**src/rtl/minhash_sketch_engine.sv**
```systemverilog
// Multi-lane MinHash engine: hashes each k-mer against NUM_HASHES seeds and folds per-lane minimums per sketch.
// Latency: in_last accepted in cycle t -> out_valid_o in cycle t+3; throughput one k-mer per cycle.
// Backpressure: the whole pipeline freezes only when a finished sketch reaches S2 while the previous result is unread.
module minhash_sketch_engine #(
    parameter int HASHER_DATA_BITS = 32,
    parameter int NUM_HASHES       = 4,
    parameter int CNT_BITS         = 16
) (
    input  logic                                   clk_i,
    input  logic                                   rst_n_i,
    input  logic [NUM_HASHES*HASHER_DATA_BITS-1:0] seeds_i,
    input  logic                                   in_valid_i,
    output logic                                   in_ready_o,
    input  logic [HASHER_DATA_BITS-1:0]            in_kmer_i,
    input  logic                                   in_last_i,
    output logic                                   out_valid_o,
    input  logic                                   out_ready_i,
    output logic [NUM_HASHES*HASHER_DATA_BITS-1:0] out_sig_o,
    output logic [CNT_BITS-1:0]                    out_count_o
);

    localparam int W = HASHER_DATA_BITS;
    localparam logic [W-1:0] MUL_C2 = W'(32'h1b873593);
    localparam logic [W-1:0] ADD_N  = W'(32'he6546b64);
    localparam logic [W-1:0] MUL_5  = W'(5);

    function automatic logic [W-1:0] rol(input logic [W-1:0] x, input int r);
        return (x << r) | (x >> (W - r));
    endfunction

    logic [NUM_HASHES-1:0][W-1:0] seed_lane;
    assign seed_lane = seeds_i;

    // Stage 1: shared k-mer multiply plus per-lane rotated seeds
    logic                         s1_valid_q, s1_valid_d;
    logic                         s1_last_q,  s1_last_d;
    logic [W-1:0]                 s1_mul_q,   s1_mul_d;
    logic [NUM_HASHES-1:0][W-1:0] s1_rs_q,    s1_rs_d;

    // Stage 2: finished per-lane hashes
    logic                         s2_valid_q, s2_valid_d;
    logic                         s2_last_q,  s2_last_d;
    logic [NUM_HASHES-1:0][W-1:0] s2_h_q,     s2_h_d;

    // Stage 3: running minimums and the result register
    logic [NUM_HASHES-1:0][W-1:0] acc_q,      acc_d;
    logic [CNT_BITS-1:0]          cnt_q,      cnt_d;
    logic [NUM_HASHES-1:0][W-1:0] sig_q,      sig_d;
    logic [CNT_BITS-1:0]          count_q,    count_d;
    logic                         out_valid_q, out_valid_d;

    logic                         stall;
    logic                         en;
    logic [NUM_HASHES-1:0][W-1:0] h_min;
    logic [CNT_BITS-1:0]          cnt_inc;

    assign stall      = out_valid_q & ~out_ready_i & s2_valid_q & s2_last_q;
    assign en         = ~stall;
    assign in_ready_o = ~stall;

    always_comb begin
        s1_valid_d = in_valid_i;
        s1_last_d  = in_valid_i & in_last_i;
        s1_mul_d   = rol(in_kmer_i, 15) * MUL_C2;
        s1_rs_d    = '0;
        for (int i = 0; i < NUM_HASHES; i++) begin
            s1_rs_d[i] = rol(seed_lane[i], 13);
        end
    end

    always_comb begin
        s2_valid_d = s1_valid_q;
        s2_last_d  = s1_last_q;
        s2_h_d     = '0;
        for (int i = 0; i < NUM_HASHES; i++) begin
            s2_h_d[i] = ((s1_rs_q[i] ^ s1_mul_q) * MUL_5) + ADD_N;
        end
    end

    always_comb begin
        h_min = '0;
        for (int i = 0; i < NUM_HASHES; i++) begin
            h_min[i] = (s2_h_q[i] < acc_q[i]) ? s2_h_q[i] : acc_q[i];
        end
        cnt_inc = (cnt_q == {CNT_BITS{1'b1}}) ? cnt_q : cnt_q + CNT_BITS'(1);

        acc_d       = acc_q;
        cnt_d       = cnt_q;
        sig_d       = sig_q;
        count_d     = count_q;
        out_valid_d = out_valid_q;
        if (out_valid_q && out_ready_i) begin
            out_valid_d = 1'b0;
        end
        // A new result may load in the same cycle the old one is taken
        if (en && s2_valid_q) begin
            if (s2_last_q) begin
                sig_d       = h_min;
                count_d     = cnt_inc;
                out_valid_d = 1'b1;
                acc_d       = '1;
                cnt_d       = '0;
            end else begin
                acc_d = h_min;
                cnt_d = cnt_inc;
            end
        end
    end

    always_ff @(posedge clk_i) begin
        if (!rst_n_i) begin
            s1_valid_q <= 1'b0;
            s1_last_q  <= 1'b0;
            s1_mul_q   <= '0;
            s1_rs_q    <= '0;
            s2_valid_q <= 1'b0;
            s2_last_q  <= 1'b0;
            s2_h_q     <= '0;
        end else if (en) begin
            s1_valid_q <= s1_valid_d;
            s1_last_q  <= s1_last_d;
            s1_mul_q   <= s1_mul_d;
            s1_rs_q    <= s1_rs_d;
            s2_valid_q <= s2_valid_d;
            s2_last_q  <= s2_last_d;
            s2_h_q     <= s2_h_d;
        end
    end

    always_ff @(posedge clk_i) begin
        if (!rst_n_i) begin
            acc_q       <= '1;
            cnt_q       <= '0;
            sig_q       <= '0;
            count_q     <= '0;
            out_valid_q <= 1'b0;
        end else begin
            acc_q       <= acc_d;
            cnt_q       <= cnt_d;
            sig_q       <= sig_d;
            count_q     <= count_d;
            out_valid_q <= out_valid_d;
        end
    end

    assign out_valid_o = out_valid_q;
    assign out_sig_o   = sig_q;
    assign out_count_o = count_q;

endmodule

```
**config.mk**
```make
export PLATFORM = sky130hd
export DESIGN_NAME = minhash_sketch_engine
export DESIGN_NICKNAME = d
export VERILOG_FILES = /design/src/rtl/minhash_sketch_engine.sv
export SDC_FILE = /design/constraint.sdc
export NUM_CORES = 2
export LEC_CHECK = 0
export ABC_CLOCK_PERIOD_IN_PS = 5800
export BUFFER_PORTS_ARGS = -buffer_cell sky130_fd_sc_hd__buf_2
export CAP_MARGIN = 20
export CORE_UTILIZATION = 58
export CTS_BUF_LIST = sky130_fd_sc_hd__clkbuf_4
export DETAILED_ROUTE_END_ITERATION = 10
export PLACE_DENSITY = 0.8
export RECOVER_POWER = 25
export SLEW_MARGIN = 30
export SYNTH_ARGS = -nofsm -noshare
export SYNTH_HDL_FRONTEND = slang
export SYNTH_SLANG_ARGS = --single-unit
```
**constraint.sdc**
```tcl
create_clock -name clk_i -period 5.8 [get_ports clk_i]
set_clock_uncertainty 0.05 [all_clocks]
set_input_delay 0.29 -clock clk_i [delete_from_list [all_inputs] [get_ports clk_i]]
set_output_delay 0.29 -clock clk_i [all_outputs]
set_load 0.03 [all_outputs]
```
==> results.py <==
metrics = {
    "sta": {
        "max_freq_mhz": 185,
        "setup_viol": 0,
        "max_slew_margin_pct": 18.0,
        "worst_pin_slew_ns": 1.23,
        "finalMaxSlewViolations": 0,
        "fin_ws_ns": 0.392,
        "min_period_over_period_pct": 93.2,
        "grt_setup_unrepaired": "false",
        "fin_crit_ns": 5.41,
        "hold_violations": 0,
        "whs_ns": 0.0721,
        "setup_tns_ns": 0,
    },
    "yosys": {
        "synthAdderAreaFrac_pct": 25.6,
        "async_flop_share_pct": 0,
        "synth_edf_count": 0,
        "synth_xor_area_share_pct": 5.67,
        "synth.most_common_cell": "nand2_1",
        "synth_common_cells": "nand2_1, inv_1, dfxtp_1",
        "synthMuxAreaShare_pct": 2.65,
        "netlist_top_cells_area": "dfxtp_1, ha_1, fa_1",
        "synth-seq-cells": 581,
        "yosysTopAreaCellShare_pct": 26.0,
        "syn_nets": 6246,
        "synth_top_family_by_area": "adder cells",
        "yosysWarnings": 0,
        "avgSynthCellArea_um2": 8.41,
        "synthFlopType": "dfxtp_1",
        "syn_area_um2": 44700,
        "synth_compound_area_share_pct": 17.7,
        "yosys.area.top_type": "dfxtp_1",
        "yosysSeqAreaShare_pct": 26.0,
        "netlist_instances": 5310,
        "synth_cell_types": 81,
        "synth_simple_gate_area_share_pct": 14.4,
    },
    "detailed_routing": {
        "vias": 41635,
        "drtAntennaViolNets": 0,
        "drt_iter0_markers": 4140,
        "drc": 0,
        "avgRoutedWirePerCell_um": 19.4,
        "routed_wl_mm": 136,
        "vias_per_cell": 5.92,
        "drt_pass1_iterations": 6,
    },
    "worst_setup_path": {
        "timing.rr.start": "s1_mul_q[3]$_SDFFE_PN0N_",
        "critPathKind": "input pin to register",
        "arrival_ns": 6.27,
        "ff2ff_path_depth": 14,
        "end_kind": "register",
        "critPathRequiredTime_ns": 6.66,
        "worstSetupStartpointType": "input pin",
        "r2r_slack_ns": 1.01,
        "cp_max_fo": 5,
        "crit_path_end": "s1_mul_q[31]$_SDFFE_PN0N_",
        "startpoint": "in_kmer_i[17]",
        "r2r-end": "s2_h_q[31]$_SDFFE_PN0N_",
    },
    "outcome": {
        "status": "finished clean",
    },
    "placement": {
        "place.gp.congestion": 0.986,
        "placed_area_um2": 47700,
        "place_ws_ns": -0.464,
        "dpl.hpwl_mm": 94.8,
        "portBuffers": 310,
    },
    "die": {
        "io_pins": 311,
        "design.die.area_um2": 78100,
        "start_util_pct": 58.7,
        "rows": 101,
        "die_w_um": 280,
        "core_um2": 76100,
        "die-height_um": 280,
    },
    "hold_path": {
        "hold_class": "input pin to register",
        "hold_path_depth": 4,
    },
    "clock_tree": {
        "cts.repair.resized": 0,
        "cts_setup_buffers": 0,
        "cts_tree": "done",
        "htreeDepth": 4,
        "cts_sinks": 581,
        "clock_latency_ns": 1.04,
        "clk_pin_slew_ns": 0.07,
        "hold_buffers": 275,
        "cts_buffers": 152,
        "root_buffer": "clkbuf_4",
        "clockBufferDepth": 3,
    },
    "grt": {
        "grt_pass1_wl_mm": 213,
        "grt_antenna_before_repair": 6,
        "grt_start_max_net_pins": 193,
        "track_usage_pct": 34.2,
        "grt_pass1_vias": 39735,
        "grt-ovfl-total": 0,
    },
    "layout": {
        "area_growth_pct": 16.8,
        "nets": 6831,
        "fillCellCount": 5978,
        "drive_above_1_share_pct": 10.4,
        "finalInstanceArea_um2": 52200,
    },
    "power": {
        "powerDensity_nw_per_um2": 745,
        "leakage_nw": 25.5,
        "power_w": 0.0389,
        "ir_drop_uv": 962,
    },
    "job": {
        "maxCapViolCount": 0,
    },
}
state kept, by name, indices dropped and copies added, names as in the netlist, 16 cells and up:
| register | flops |
|---|---|
| out_sig_o | 128 |
| out_count_o | 16 |
| acc_q | 128 |
| cnt_q | 16 |
| s1_rs_q | 128 |
| s2_h_q | 128 |
| s1_mul_q | 32 |
layer usage:
layer / part of all wire, % / up-vias / track usage (%)
met1: 42 / 19909 / 45.2
met4: 4.8 / 2 / 16.2
met5: 0.011 / - / 0
met2: 45 / 1819 / 54.7
met3: 7.5 / 422 / 5.54
li1: - / 19483 / -
final cells by class:
cell class,instances,area (µm²),area share (%)
multi-input combinational,3805,29700,56.8
sequential,581,11600,22.3
inverter,613,2320,4.44
timing repair buffer,742,5360,10.3
clock buffer,222,1670,3.19
clock inverter,28,244,0.467
antenna,13,32.5,0.0623
tap,1030,1290,2.47
metrics by stage:
step / instances / util, %
global route: 7033 / 68.6
finish: 7034 / 68.6
CTS: 7020 / 68.8
floorplan: 5310 / -
detailed placement: 6495 / 62.7
global placement: 6495 / 62.7
worst min-delay path by stage:
stage,start,to
2_1_floorplan,in_kmer_i[17],s1_mul_q[0]$_SDFFE_PN0N_
5_1_grt,seeds_i[19],s1_rs_q[0]$_SDFFE_PN0N_
3_5_place_dp,out_count_o[6]$_SDFFE_PN0P_,out_count_o[6]$_SDFFE_PN0P_
6_report,seeds_i[19],s1_rs_q[0]$_SDFFE_PN0N_
4_1_cts,seeds_i[19],s1_rs_q[0]$_SDFFE_PN0N_
3_3_place_gp,out_count_o[13]$_SDFFE_PN0P_,out_count_o[13]$_SDFFE_PN0P_
layout by cell type, fill, tap and decap left out, types with 42 or more instances in the layout:
cell type	count
a21oi_1	362
nor2_1	374
nand3_1	222
mux2i_1	98
a221o_1	66
clkbuf_4	222
xor2_1	170
o211ai_1	183
buf_4	150
o21ai_0	92
xnor2_1	119
a211oi_1	55
nor3_1	42
dfxtp_1	581
clkbuf_1	146
ha_1	529
nand2_1	615
a31oi_1	57
dlygate4sd3_1	275
fa_1	241
inv_1	611
buf_2	165
a21o_1	124
cell families (layout without fill, tap and decap cells):
family                   count (synthesis)  count (layout)
other                                    0              13
AND/OR/NAND/NOR                       1457            1457
multiplexers                           116             116
AO/OA/AOI/OAI                         1172            1172
buffers and inverters                  924            1605
XOR/XNOR                               289             289
adder cells (fa/ha/maj)                771             771
flip-flops                             581             581
worst max-delay path, cell delays in order:
cell and delay (ns):
dlygate4sd3_1 0.54, buf_2 0.16, ha_1 0.21, xor2_1 0.17, ha_1 0.19, a21oi_1 0.18, fa_1 0.51, fa_1 0.56
fa_1 0.52, fa_1 0.52, fa_1 0.52, fa_1 0.41, xor2_1 0.18, xnor2_1 0.13, xnor2_1 0.19, xnor2_1 0.09
xnor2_1 0.34, xnor2_1 0.16, nor2_1 0.06, a221o_1 0.32
report_power, final:
group          internal, W  switching [W]  total (W)  leakage, nW
combinational       0.0139         0.0154     0.0293         19.6
clock              0.00189        0.00182    0.00371         1.12
sequential         0.00476        0.00110    0.00586         4.78
total               0.0206         0.0183     0.0389         25.5
Power figures use the tool's default switching activity.
